**config.mk**
```make
export PLATFORM = sky130hd
export DESIGN_NAME = audrey_mixer
export DESIGN_NICKNAME = d
export VERILOG_FILES = /design/src/rtl/audrey_mix_pkg.sv /design/src/rtl/mix_mac.sv /design/src/rtl/audrey_mixer.sv
export SDC_FILE = /design/constraint.sdc
export NUM_CORES = 1
export LEC_CHECK = 0
export ABC_AREA = 0
export BUFFER_PORTS_ARGS = -buffer_cell sky130_fd_sc_hd__buf_2
export CORE_AREA = 2 2 226 228
export CTS_BUF_LIST = sky130_fd_sc_hd__clkbuf_8
export DETAILED_ROUTE_END_ITERATION = 8
export DIE_AREA = 0 0 228 230
export PLACE_DENSITY = 0.75
export SLEW_MARGIN = 20
export SYNTH_ARGS = -nofsm -noshare
export SYNTH_HDL_FRONTEND = slang
export SYNTH_SLANG_ARGS = --single-unit
```
**constraint.sdc**
```tcl
create_clock -name clk_audio -period 30 [get_ports clk_audio]
set_input_delay 1.5 -clock clk_audio [delete_from_list [all_inputs] [get_ports clk_audio]]
set_output_delay 1.5 -clock clk_audio [all_outputs]
set_load 0.02 [all_outputs]
```
**src/rtl/audrey_mix_pkg.sv**
```systemverilog
// Shared sizing, FSM encodings and saturation helper for the audrey mixer slice.
package audrey_mix_pkg;

  localparam int NUM_VOICES  = 4;
  localparam int SAMPLE_W    = 16;
  localparam int VOL_W       = 8;
  localparam int PAN_W       = 4;
  localparam int PAN_MAX     = 8;
  localparam int ACC_W       = 30;
  localparam int COEF_W      = 12;
  localparam int MIX_SHIFT   = 11;
  localparam int MIX_W       = ACC_W - MIX_SHIFT;
  localparam int MIX_LATENCY = 10;
  localparam int VIDX_W      = $clog2(NUM_VOICES);

  typedef logic [1:0] state_t;
  localparam state_t ST_IDLE = 2'd0;
  localparam state_t ST_ACC  = 2'd1;
  localparam state_t ST_MST  = 2'd2;
  localparam state_t ST_OUT  = 2'd3;

  // Returns {clipped, saturated_sample}.
  function automatic logic [SAMPLE_W:0] sat_sample(input logic signed [MIX_W:0] x);
    logic signed [MIX_W:0] hi, lo;
    hi = (MIX_W+1)'(32767);
    lo = -(MIX_W+1)'(32768);
    if (x > hi)      sat_sample = {1'b1, 16'sh7fff};
    else if (x < lo) sat_sample = {1'b1, 16'sh8000};
    else             sat_sample = {1'b0, x[SAMPLE_W-1:0]};
  endfunction

endpackage

```
**src/rtl/mix_mac.sv**
```systemverilog
// Shared 16x12 signed multiplier feeding the left/right 30-bit accumulators.
module mix_mac
  import audrey_mix_pkg::*;
(
  input  logic                       clk_audio,
  input  logic                       rst_n,
  input  logic                       clr,
  input  logic                       en,
  input  logic                       sel_right,
  input  logic signed [SAMPLE_W-1:0] samp,
  input  logic [COEF_W-1:0]          coef,
  output logic signed [ACC_W-1:0]    acc_l,
  output logic signed [ACC_W-1:0]    acc_r
);

  // coef never exceeds 255*8, so its top bit is always 0 and it reads as a positive signed value.
  logic signed [SAMPLE_W+COEF_W-1:0] prod;
  logic signed [ACC_W-1:0]           prod_ext;

  assign prod     = samp * $signed(coef);
  assign prod_ext = {{(ACC_W-SAMPLE_W-COEF_W){prod[SAMPLE_W+COEF_W-1]}}, prod};

  always_ff @(posedge clk_audio) begin
    if (!rst_n || clr) begin
      acc_l <= '0;
      acc_r <= '0;
    end else if (en) begin
      if (sel_right) acc_r <= acc_r + prod_ext;
      else           acc_l <= acc_l + prod_ext;
    end
  end

endmodule

```
**src/rtl/audrey_mixer.sv**
```systemverilog
// Four-voice stereo mixer: snapshot on strobe, 8-step shared MAC, master gain, saturate.
module audrey_mixer
  import audrey_mix_pkg::*;
(
  input  logic                                clk_audio,
  input  logic                                rst_n,
  input  logic                                sample_strobe,
  input  logic [NUM_VOICES-1:0][SAMPLE_W-1:0] voice_in,
  input  logic [NUM_VOICES-1:0][VOL_W-1:0]    voice_vol,
  input  logic [NUM_VOICES-1:0][PAN_W-1:0]    voice_pan,
  input  logic [NUM_VOICES-1:0]               voice_mute,
  input  logic [VOL_W-1:0]                    master_vol,
  input  logic                                clip_clr,
  output logic [SAMPLE_W-1:0]                 left_out,
  output logic [SAMPLE_W-1:0]                 right_out,
  output logic                                out_valid,
  output logic                                busy,
  output logic                                clip_flag,
  output logic                                overrun_flag
);

  state_t state;
  logic [2:0] step;

  logic [NUM_VOICES-1:0][SAMPLE_W-1:0] s_in;
  logic [NUM_VOICES-1:0][VOL_W-1:0]    s_vol;
  logic [NUM_VOICES-1:0][PAN_W-1:0]    s_pan, pan_c;
  logic [NUM_VOICES-1:0]               s_mute;
  logic [VOL_W-1:0]                    s_master;

  assign busy = (state != ST_IDLE);

  for (genvar i = 0; i < NUM_VOICES; i++) begin : g_pan
    assign pan_c[i] = (voice_pan[i] > PAN_W'(PAN_MAX)) ? PAN_W'(PAN_MAX) : voice_pan[i];
  end

  always_ff @(posedge clk_audio) begin
    if (state == ST_IDLE && sample_strobe) begin
      s_in     <= voice_in;
      s_vol    <= voice_vol;
      s_pan    <= pan_c;
      s_mute   <= voice_mute;
      s_master <= master_vol;
    end
  end

  // Step k: voice k/2, odd steps feed the right channel.
  logic [VIDX_W-1:0]          v;
  logic                       right;
  logic [PAN_W-1:0]           g;
  logic [COEF_W-1:0]          coef;
  logic signed [SAMPLE_W-1:0] samp;

  assign v     = step[2:1];
  assign right = step[0];
  assign g     = right ? s_pan[v] : PAN_W'(PAN_MAX) - s_pan[v];
  assign coef  = COEF_W'(s_vol[v]) * COEF_W'(g);
  assign samp  = s_mute[v] ? '0 : $signed(s_in[v]);

  logic signed [ACC_W-1:0] acc_l, acc_r;

  mix_mac u_mac (
    .clk_audio (clk_audio),
    .rst_n     (rst_n),
    .clr       (state == ST_IDLE && sample_strobe),
    .en        (state == ST_ACC),
    .sel_right (right),
    .samp      (samp),
    .coef      (coef),
    .acc_l     (acc_l),
    .acc_r     (acc_r)
  );

  // Master stage: step[0]=0 handles left, step[0]=1 handles right.
  logic signed [ACC_W-1:0]         acc_sel;
  logic signed [MIX_W-1:0]         mix;
  logic signed [MIX_W+VOL_W:0]     mprod;
  logic signed [MIX_W:0]           scaled;
  logic [SAMPLE_W:0]               sat;
  logic [SAMPLE_W-1:0]             l_hold;

  assign acc_sel = step[0] ? acc_r : acc_l;
  assign mix     = MIX_W'(acc_sel >>> MIX_SHIFT);
  assign mprod   = mix * $signed({1'b0, s_master});
  assign scaled  = (MIX_W+1)'(mprod >>> VOL_W);
  assign sat     = sat_sample(scaled);

  always_ff @(posedge clk_audio) begin
    if (!rst_n) begin
      state     <= ST_IDLE;
      step      <= '0;
      left_out  <= '0;
      right_out <= '0;
      l_hold    <= '0;
      out_valid <= 1'b0;
    end else begin
      out_valid <= 1'b0;
      case (state)
        ST_IDLE: if (sample_strobe) begin
          state <= ST_ACC;
          step  <= '0;
        end
        ST_ACC: begin
          step <= step + 3'd1;
          if (step == 3'd7) begin
            state <= ST_MST;
            step  <= '0;
          end
        end
        ST_MST: if (!step[0]) begin
          l_hold <= sat[SAMPLE_W-1:0];
          step   <= 3'd1;
        end else begin
          left_out  <= l_hold;
          right_out <= sat[SAMPLE_W-1:0];
          out_valid <= 1'b1;
          state     <= ST_OUT;
        end
        ST_OUT:  state <= ST_IDLE;
        default: state <= ST_IDLE;
      endcase
    end
  end

  // Sticky flags; a set in the same cycle beats clip_clr.
  always_ff @(posedge clk_audio) begin
    if (!rst_n) begin
      clip_flag    <= 1'b0;
      overrun_flag <= 1'b0;
    end else begin
      if (state == ST_MST && sat[SAMPLE_W]) clip_flag <= 1'b1;
      else if (clip_clr)                    clip_flag <= 1'b0;
      if (busy && sample_strobe)            overrun_flag <= 1'b1;
      else if (clip_clr)                    overrun_flag <= 1'b0;
    end
  end

endmodule

```
==> impl_metrics.ini <==
[setup_path]
critical_path.max_stage_delay_ps = 690
critical_path_required_ps = 30540
arrival_ps = 12780
critical_path.endpoint_type = flip-flop
start_kind = flip-flop
timing.critical_path.slowest_stage_cell = sky130_fd_sc_hd__mux4_2
setup.worst_path.class = flip-flop to flip-flop
timing.critical_path.fanout_max = 35

[routing]
route.antenna.remaining_nets = 0
routed_wirelength_um = 55100
route.vias.total = 18196
drt-wirelength-per-cell_um = 16.1
highest_metal_layer_used_by_the_detailed_router = met4
drt_iter0_drc = 1148
wl_met3_um = 2560
detailedRoute.firstPassIterationCount = 5
post-route-drc-count = 0
met1Wirelength_um = 23000
post_drt_via_cell_ratio = 5.32
dr_wl_met2_um = 28100

[placed_design]
routabilityCongestion = 0.867
dp_worst_setup_slack_ps = 17790
dp.final_hpwl_um = 43400
dpl-instance-area_sq_mm = 0.0262
io_buffer_count = 163

[global_routing]
grt_pass1_wl_um = 92000
globalRouteOverflowTotal = 0
grt_max_degree = 90
antenna_violations_before_repair = 1
grt_pass1_vias = 18940
globalRouteTotalUtil_pct = 21.4

[logic_synthesis]
synth_seq_area_share_pct = 24.4
synth-edff-count = 124
syn_area_sq_mm = 0.0248
synth.area.mux_share_pct = 3.49
synth_xor_area_share_pct = 3.78
yosys_warnings = 0
ys_dominant_reg_cell = sky130_fd_sc_hd__edfxtp_1
synth_simple_gate_area_share_pct = 14.8
synth-async-reset-ratio_pct = 0
synth.lib_cells_used.distinct = 81
mappedNetlistNets = 3213
synth_top_family_by_area = adder cells
post_synth_fa_ha_maj_area_fraction_pct = 35.2
netlist_instances = 2576
syn_area_per_cell_sq_um = 9.61
synth_compound_gate_area_share_pct = 10.5
flip_flop_and_latch_count_after_synthesis = 240

[cts]
worstSkewPairLatency_ps = 620
clock_sinks = 240
clkSlewWorstSetupHoldPaths_ps = 60
cts_post_setup_buffers_inserted = 0
h-tree-depth = 2
clockRootBuffer = sky130_fd_sc_hd__clkbuf_8
cts_tree = done
cts-root-to-sink-buffers = 3
cts_hold_buf = 0
cts_inserted_buffers = 44
post_cts.resized_instances = 0

[sta]
achievable-frequency_mhz = 81.7
finClkSkew_ps = 31.8
slew_viol_final = 0
worst_slew_pin_slew_ps = 1080
worst_slack_setup_final_ps = 17760
grt_setup_unrepaired = no
finalCriticalPeriod_ps = 12240
timing.slew.headroom_pct = 27.6
finalHoldWorstSlack_ps = 459
setup_total_negative_slack_ps = 0
setup_violations = 0
final.period_utilization_pct = 40.8
timing_hold_violations_final = 0

[outcome]
status = finished, final reports clean

[finish]
syn2layout_area_growth_pct = 9.20
layout.cells.most_common_list = 431 x sky130_fd_sc_hd__inv_1, 372 x sky130_fd_sc_hd__nand2_1, 312 x sky130_fd_sc_hd__fa_1
nFillCells = 4445
drive_gt1_share_pct = 12.3
most_common_cell_after_layout_fill_and_taps_aside = sky130_fd_sc_hd__inv_1
final_net_count = 3354
fin_area_sq_mm = 0.0270

[run]
cap_viol_max_count = 0

[floorplan]
dieHeight_um = 230
die_width_um = 228
design.portCount = 164
coreArea_sq_mm = 0.0499
initial_utilization_pct = 49.7
die_area_sq_mm = 0.0524
std_cell_rows = 82

[worst_hold_path]
hold_class = flip-flop to flip-flop
-- per-stage QoR --
| stage | std cells | util [%] |
|---|---|---|
| floorplan | 2576 | - |
| global placement | 3343 | 52.6 |
| detailed placement | 3343 | 52.6 |
| CTS | 3418 | 54.2 |
| global route | 3419 | 54.2 |
| finish | 3419 | 54.2 |
-- kinds of logic after synthesis --
kind of cell,after synthesis
compound gates,400
xor+xnor,107
fa+ha+maj,509
buf+inv,509
flops,240
mux,50
simple gates,761
-- Yosys cell counts, types with 5 or more instances --
library cell / n / area, sq um
sky130_fd_sc_hd__xnor2_1: 76 / 666
sky130_fd_sc_hd__o21ai_0: 63 / 315
sky130_fd_sc_hd__a211oi_1: 19 / 143
sky130_fd_sc_hd__nor3_1: 15 / 75.1
sky130_fd_sc_hd__fa_1: 312 / 6250
sky130_fd_sc_hd__or2_2: 6 / 37.5
sky130_fd_sc_hd__mux4_2: 27 / 608
sky130_fd_sc_hd__edfxtp_1: 124 / 3720
sky130_fd_sc_hd__o21bai_1: 15 / 113
sky130_fd_sc_hd__and3_1: 16 / 100
sky130_fd_sc_hd__mux2i_1: 5 / 50.1
sky130_fd_sc_hd__xor2_1: 31 / 272
sky130_fd_sc_hd__mux2_2: 17 / 191
sky130_fd_sc_hd__a21o_1: 38 / 285
sky130_fd_sc_hd__nand3_1: 24 / 120
sky130_fd_sc_hd__nand2b_1: 18 / 113
sky130_fd_sc_hd__or3_1: 9 / 56.3
sky130_fd_sc_hd__clkbuf_1: 75 / 282
sky130_fd_sc_hd__and2_1: 121 / 757
sky130_fd_sc_hd__inv_1: 418 / 1570
sky130_fd_sc_hd__a21oi_2: 10 / 87.6
sky130_fd_sc_hd__o21ai_1: 12 / 60.1
sky130_fd_sc_hd__dfxtp_1: 116 / 2320
sky130_fd_sc_hd__buf_1: 7 / 26.3
sky130_fd_sc_hd__nand2_1: 373 / 1400
sky130_fd_sc_hd__nor2b_1: 89 / 557
sky130_fd_sc_hd__a211o_1: 5 / 43.8
sky130_fd_sc_hd__buf_2: 5 / 25.0
sky130_fd_sc_hd__nor2_1: 70 / 263
sky130_fd_sc_hd__a21oi_1: 152 / 761
sky130_fd_sc_hd__a21boi_0: 20 / 150
sky130_fd_sc_hd__o21a_1: 13 / 97.6
sky130_fd_sc_hd__ha_1: 197 / 2460
-- path summary, 6_finish.rpt --
path	start	end	slack, ps	depth (start not counted)
min reg2reg	u_mac.acc_l[9]	u_mac.acc_l[9]	460	2
min	u_mac.acc_l[9]	u_mac.acc_l[9]	460	2
max	step[1]	u_mac.acc_l[29]	17760	49
max reg2reg	step[1]	u_mac.acc_l[29]	17760	49
-- registers in the layout, summed over array words and instances, names as in the netlist --
register      cells
l_hold           16
s_master          8
u_mac.acc_r      30
u_mac.acc_l      30
s_mute            4
out_valid         1
state             2
s_pan            16
clip_flag         1
step              3
s_vol            32
right_out        16
s_in             64
left_out         16
overrun_flag      1
-- area by class of cell --
class                   count  area (sq um)  share of cell area [%]
multi-input cells        1827         16800                    62.1
flip-flops and latches    240          6050                    22.4
inverters                 418          1570                    5.81
repair buffers            186           992                    3.67
well taps                 672           841                    3.11
clock buffers              47           647                    2.39
clock inverters            28           153                   0.564
diodes                      1          2.50                 0.00925
-- per-layer routing --
| metal | track usage (%) | vias to the layer above |
|---|---|---|
| li1 | - | 8570 |
| met1 | 27.4 | 9052 |
| met2 | 37.4 | 462 |
| met3 | 3.06 | 112 |
| met4 | 6.76 | 0 |
| met5 | 0 | - |
-- critical path: cells and delay by family, from the launching register on --
family / cells / cell delay, ps
muxes: 1 / 690
xor gates and xnor gates: 4 / 1000
buffers and inverters: 7 / 1030
AOI/OAI and AO/OA: 20 / 3730
DFF: 1 / 310
and+or+nand+nor: 6 / 1230
adders and majority gates: 11 / 4200
Power is left out: the tool's default activity adds up to more than one toggle a clock period on the data nets, which glitch-free logic cannot reach.
